--- src/rtl/am_meas_ctrl.sv ---
// AM measurement controller: settles the demodulator, averages N result
// strobes with rounding, and presents one result per start with a timeout.
//
// Ports:
//   clk, rst_n          clock and asynchronous active-low reset
//   start               single-cycle request for one measurement
//   demod_en            enable to the AM demodulator datapath
//   meas_stb            strobe: ma_in / freq_in are valid
//   ma_in, freq_in      modulation depth (%) and frequency (kHz)
//   busy                high whenever not idle
//   res_valid/res_ready result handshake
//   ma_out, freq_out    averaged results
//   timeout_err         presented result is a timeout result
module am_meas_ctrl #(
    parameter int SETTLE_CYC  = 8192,
    parameter int AVG_LOG2    = 2,
    parameter int TIMEOUT_CYC = 1048576
) (
    input  logic       clk,
    input  logic       rst_n,
    input  logic       start,
    output logic       demod_en,
    input  logic       meas_stb,
    input  logic [7:0] ma_in,
    input  logic [7:0] freq_in,
    output logic       busy,
    output logic       res_valid,
    input  logic       res_ready,
    output logic [7:0] ma_out,
    output logic [7:0] freq_out,
    output logic       timeout_err
);

    localparam int N    = 1 << AVG_LOG2;
    localparam int AW   = 8 + AVG_LOG2;
    // Half an LSB of the shifted result; zero when no averaging.
    localparam int RND  = N >> 1;
    localparam int CMAX = (SETTLE_CYC > TIMEOUT_CYC) ? SETTLE_CYC : TIMEOUT_CYC;
    localparam int CW   = $clog2(CMAX + 1);

    localparam logic [2:0] IDLE    = 3'd0;
    localparam logic [2:0] SETTLE  = 3'd1;
    localparam logic [2:0] COLLECT = 3'd2;
    localparam logic [2:0] AVG     = 3'd3;
    localparam logic [2:0] HOLD    = 3'd4;

    logic [2:0]    r_state;
    logic [CW-1:0] r_cnt;
    logic [4:0]    r_smp;
    logic [AW-1:0] r_acc_ma;
    logic [AW-1:0] r_acc_fq;
    logic          r_demod;
    logic          r_busy;
    logic          r_valid;
    logic          r_terr;
    logic [7:0]    r_ma;
    logic [7:0]    r_fq;

    logic          w_settle_done;
    logic          w_tmo;
    logic          w_last;
    logic [AW:0]   w_ma_rnd;
    logic [AW:0]   w_fq_rnd;
    logic [7:0]    w_ma_avg;
    logic [7:0]    w_fq_avg;

    // r_cnt counts SETTLE cycles, then is reused for COLLECT cycles.
    assign w_settle_done = (r_cnt == CW'(SETTLE_CYC - 1));
    assign w_tmo         = (r_cnt == CW'(TIMEOUT_CYC - 1));
    assign w_last        = meas_stb && (r_smp == 5'(N - 1));

    // Sum of N bytes plus N/2 never exceeds AW bits; the extra bit is slack.
    assign w_ma_rnd = {1'b0, r_acc_ma} + (AW+1)'(RND);
    assign w_fq_rnd = {1'b0, r_acc_fq} + (AW+1)'(RND);
    assign w_ma_avg = 8'(w_ma_rnd >> AVG_LOG2);
    assign w_fq_avg = 8'(w_fq_rnd >> AVG_LOG2);

    always_ff @(posedge clk or negedge rst_n) begin
        if (!rst_n) begin
            r_state  <= IDLE;
            r_cnt    <= '0;
            r_smp    <= '0;
            r_acc_ma <= '0;
            r_acc_fq <= '0;
            r_demod  <= 1'b0;
            r_busy   <= 1'b0;
            r_valid  <= 1'b0;
            r_terr   <= 1'b0;
            r_ma     <= '0;
            r_fq     <= '0;
        end else begin
            case (r_state)
                IDLE: begin
                    if (start) begin
                        r_state  <= SETTLE;
                        r_cnt    <= '0;
                        r_smp    <= '0;
                        r_acc_ma <= '0;
                        r_acc_fq <= '0;
                        r_demod  <= 1'b1;
                        r_busy   <= 1'b1;
                    end
                end
                SETTLE: begin
                    if (w_settle_done) begin
                        r_state <= COLLECT;
                        r_cnt   <= '0;
                    end else begin
                        r_cnt <= r_cnt + CW'(1);
                    end
                end
                COLLECT: begin
                    if (meas_stb) begin
                        r_acc_ma <= r_acc_ma + AW'(ma_in);
                        r_acc_fq <= r_acc_fq + AW'(freq_in);
                        r_smp    <= r_smp + 5'd1;
                    end
                    // A sample arriving on the timeout cycle counts first.
                    if (w_last) begin
                        r_state <= AVG;
                    end else if (w_tmo) begin
                        r_state <= HOLD;
                        r_ma    <= '0;
                        r_fq    <= '0;
                        r_terr  <= 1'b1;
                        r_valid <= 1'b1;
                        r_demod <= 1'b0;
                    end else begin
                        r_cnt <= r_cnt + CW'(1);
                    end
                end
                AVG: begin
                    r_state <= HOLD;
                    r_ma    <= w_ma_avg;
                    r_fq    <= w_fq_avg;
                    r_terr  <= 1'b0;
                    r_valid <= 1'b1;
                    r_demod <= 1'b0;
                end
                HOLD: begin
                    if (res_ready) begin
                        r_state <= IDLE;
                        r_valid <= 1'b0;
                        r_terr  <= 1'b0;
                        r_busy  <= 1'b0;
                    end
                end
                default: begin
                    r_state <= IDLE;
                    r_demod <= 1'b0;
                    r_busy  <= 1'b0;
                    r_valid <= 1'b0;
                    r_terr  <= 1'b0;
                end
            endcase
        end
    end

    assign demod_en    = r_demod;
    assign busy        = r_busy;
    assign res_valid   = r_valid;
    assign timeout_err = r_terr;
    assign ma_out      = r_ma;
    assign freq_out    = r_fq;

endmodule
--- config.mk ---
export PLATFORM = sky130hd
export DESIGN_NAME = am_meas_ctrl
export DESIGN_NICKNAME = d
export VERILOG_FILES = /design/src/rtl/am_meas_ctrl.sv
export SDC_FILE = /design/constraint.sdc
export NUM_CORES = 1
export LEC_CHECK = 0
export BUFFER_PORTS_ARGS = -buffer_cell sky130_fd_sc_hd__buf_2
export CAP_MARGIN = 20
export CORE_MARGIN = 4
export CORE_UTILIZATION = 46
export CTS_CLUSTER_DIAMETER = 40
export CTS_CLUSTER_SIZE = 25
export DETAILED_ROUTE_END_ITERATION = 7
export GPL_TIMING_DRIVEN = 0
export PLACE_DENSITY_LB_ADDON = 0.25
export SLEW_MARGIN = 30
export SYNTH_ARGS = -nofsm -noshare
export SYNTH_HDL_FRONTEND = slang
export SYNTH_SLANG_ARGS = --single-unit
--- constraint.sdc ---
create_clock -name clk -period 2.8 [get_ports clk]
set_input_delay 0.56 -clock clk [delete_from_list [all_inputs] [get_ports clk]]
set_output_delay 0.56 -clock clk [all_outputs]
set_load 0.1 [all_outputs]
==> summary.txt <==
Clock network
  – Clock transition at path regs: 0.07 ns
  – Worst-Skew Late Latency: 0.34 ns
  – CTS hold repair buffers: 0
  – Number of setup buffers added after CTS: 0
  – H-Tree Depth: 3
  – CTS root buf: clkbuf_8
  – Clock Tree Buf Depth: 2
  – CTS tree: built
  – Post-cts resize count: 0
  – Total CTS buffers: 9
  – Sink Count: 69

Timing
  – Worst rel slew slack: a little over half
  – Max-slew violation count: 0
  – RSZ-0062 raised after global routing: false
  – Final worst path period share: between 80 and 90%
  – Max frequency: between 0.4 and 0.5 GHz
  – Period minus WS final: between 2 and 2.5 ns
  – Skew final: roughly 0.0070 ns
  – Final Hold Viols: 0
  – Fin Setup TNS: 0 ns
  – Final setup viols: 0
  – Tightest Pin Transition: between 0.6 and 0.7 ns

Yosys
  – Ys flop type: dfrtp_1
  – Synth warn: 0
  – Ys async rst share: 100%
  – Netlist cell types: 46
  – Flops & latches, synth: between 60 and 70
  – Cells after synthesis: roughly 440
  – Avg Inst Size Synth: 9.09 um^2
  – Synthesized Nets: between 400 and 500
  – Seq/Total Area, Yosys: 43.6%
  – EDFF count, synth: 0
  – Synthesized area: between 0.003 and 0.004 mm^2
  – Leading post-synthesis cells by cell area: dfrtp_1, xor2_1, ha_1
  – Share of the synthesized area in the top cell type: 43.6%
  – Area leader, netlist: dfrtp_1

Finish
  – Design area: roughly 0.0045 mm^2
  – Post-Layout Cell Count: 595
  – Most frequent cells in the layout: dfrtp_1, nand2_1, o21ai_0
  – Synth-to-Final Area Change: 13.7%
  – Nets: 530
  – Layout cells sized above 1: a little over an eighth
  – Leading cell type in the layout, fill and taps excluded: dfrtp_1
  – Final-layout fill cell count: a little under 800
  – Antenna cell count: 0

Pwr
  – Peak VDD IR: about 0.00023 V
  – Static Leak: 2.08 nW
  – Power Total: 1.85 mW
  – P per Cell Area: between 400 and 500 mW/mm^2

Drt
  – DR WL/cell: approximately 15 um
  – Routed wire length: approximately 9000 um
  – Vias post-DR: 3,283
  – Drt drc: 0
  – Drt first pass iters: 4
  – 1st-iter DRT viols: 117
  – Detail Route Antenna Nets: 0
  – Vias per inst: between 5 and 6

GRT
  – First-pass GRT wire length: approximately 15,000 um
  – Initial antenna violation count: 0
  – Vias in the first global route: between 3,000 and 4,000
  – Total gr overflow: 0
  – Global Route Usage Sum: around a fifth
  – Largest net degree at the start of global routing: 42

Setup path
  – Critical path's largest stage delay: 0.41 ns
  – Setup CP Type: reg2reg
  – Setup crit end kind: flop
  – CP arrival: around 2.5 ns
  – Crit-path max FO: 10
  – Required @ worst endpoint: about 3.0 ns
  – Startpoint Class: flop
  – Worst path cell trace: ha_1 -> and4_1 -> nand4_1 -> nor3_4 -> o22ai_2 -> buf_2 -> nand2_1 -> o21ai_0
  – Slowest CP cell: dfrtp_1

Floorplanning
  – Core area: around 0.0083 mm^2
  – Die Y: around 100 um
  – Ports: between 40 and 50
  – Row count: 33
  – Initial Util: between 40 and 50%
  – Die Span X: 101 um
  – Die area: 0.0101 mm^2

Placed design
  – Area after DPL: between 0.004 and 0.005 mm^2
  – HPWL after detailed placement: about 6700 um
  – Port Buffers: 40
  – GPL Wtd Cong: around 0.9
  – Placed cell count: roughly 580

Job
  – Max-Cap Viols: 0

Status
  – Status: completed

Min path
  – HP Class: in2async
[worst max-delay path: cells and delay by family, from the launching register on]
| family | cells | cell delay, ns |
|---|---|---|
| AOI/OAI and AO/OA | 2 | 0.31 |
| adders and majority gates | 1 | 0.22 |
| buffers and inverters | 1 | 0.25 |
| DFF | 1 | 0.41 |
| and+or+nand+nor | 4 | 0.99 |
[cells by family after synthesis]
kind of cell | Yosys count | synth area share (%)
buf+inv | 27 | 2.66
simple gates | 176 | 21.7
mux | 2 | 0.506
compound gates | 98 | 15.1
fa+ha+maj | 22 | 7.34
xor+xnor | 41 | 9.08
flops | 69 | 43.6
[through the flow]
stage,hold slack (ns),worst slack (ns),utilization [%]
2_1_floorplan,0.264,0.708,-
3_3_place_gp,0.465,0.420,51.7
3_5_place_dp,0.469,0.317,52.0
4_1_cts,0.136,0.499,54.2
5_1_grt,0.140,0.270,54.2
6_report,0.131,0.477,54.2
[final timing paths]
kind                       startpoint           to  depth (start not counted)  slack (ns)
max                          r_cnt[0]  freq_out[5]                          8        0.48
min                             rst_n   r_state[0]                          1        0.13
max reg2reg                  r_cnt[0]  freq_out[5]                          8        0.48
min reg2reg                 ma_out[5]    ma_out[5]                          2        0.48
max in group asynchronous       rst_n  r_acc_fq[0]                          2        2.12
min in group clk            ma_out[5]    ma_out[5]                          2        0.48
[where the power goes]
part	internal [mW]	leakage (nW)	switching [mW]
Clock	0.426	0.0923	0.350
Combinational	0.0262	1.12	0.0466
Sequential	0.997	0.864	0.000577
[metal layers]
metal	GRT usage [%]	vias to the layer above	share of wire, %
li1	-	1653	-
met4	3.94	0	0.58
met2	31.2	51	49
met3	4.84	4	3.2
met1	24.5	1575	47
met5	0	-	0
[cell usage after synthesis (3+ instances only)]
master and number:
a211oi_1 6, a21o_1 4, a21oi_1 16, and2_1 4, and3_1 11, and4_1 3
clkbuf_1 12, dfrtp_1 69, ha_1 20, inv_1 11, nand2_1 51, nand3_1 32
nand4_1 12, nor2_1 37, nor3_1 9, nor4_1 6, o211ai_1 4, o21a_1 4
o21ai_0 43, o22ai_1 3, o31a_1 3, o31ai_1 4, xnor2_1 8, xor2_1 33
[layout make-up]
class	count	area, um^2	share of cell area (%)
Multi-Input combinational cell	339	2130	47.4
Sequential cell	69	1730	38.4
Timing Repair Buffer	41	223	4.95
Clock buffer	12	145	3.23
Tap cell	105	131	2.92
Buffer	16	63.8	1.42
Inverter	11	41.3	0.918
Clock inverter	2	35.0	0.779
[sequential cells by signal, summed over array words and instances (netlist names)]
name / cells
busy: 1
demod_en: 1
r_cnt: 21
res_valid: 1
timeout_err: 1
ma_out: 8
r_acc_fq: 10
freq_out: 8
r_state: 3
r_smp: 5
r_acc_ma: 10
Power figures use the tool's default switching activity.
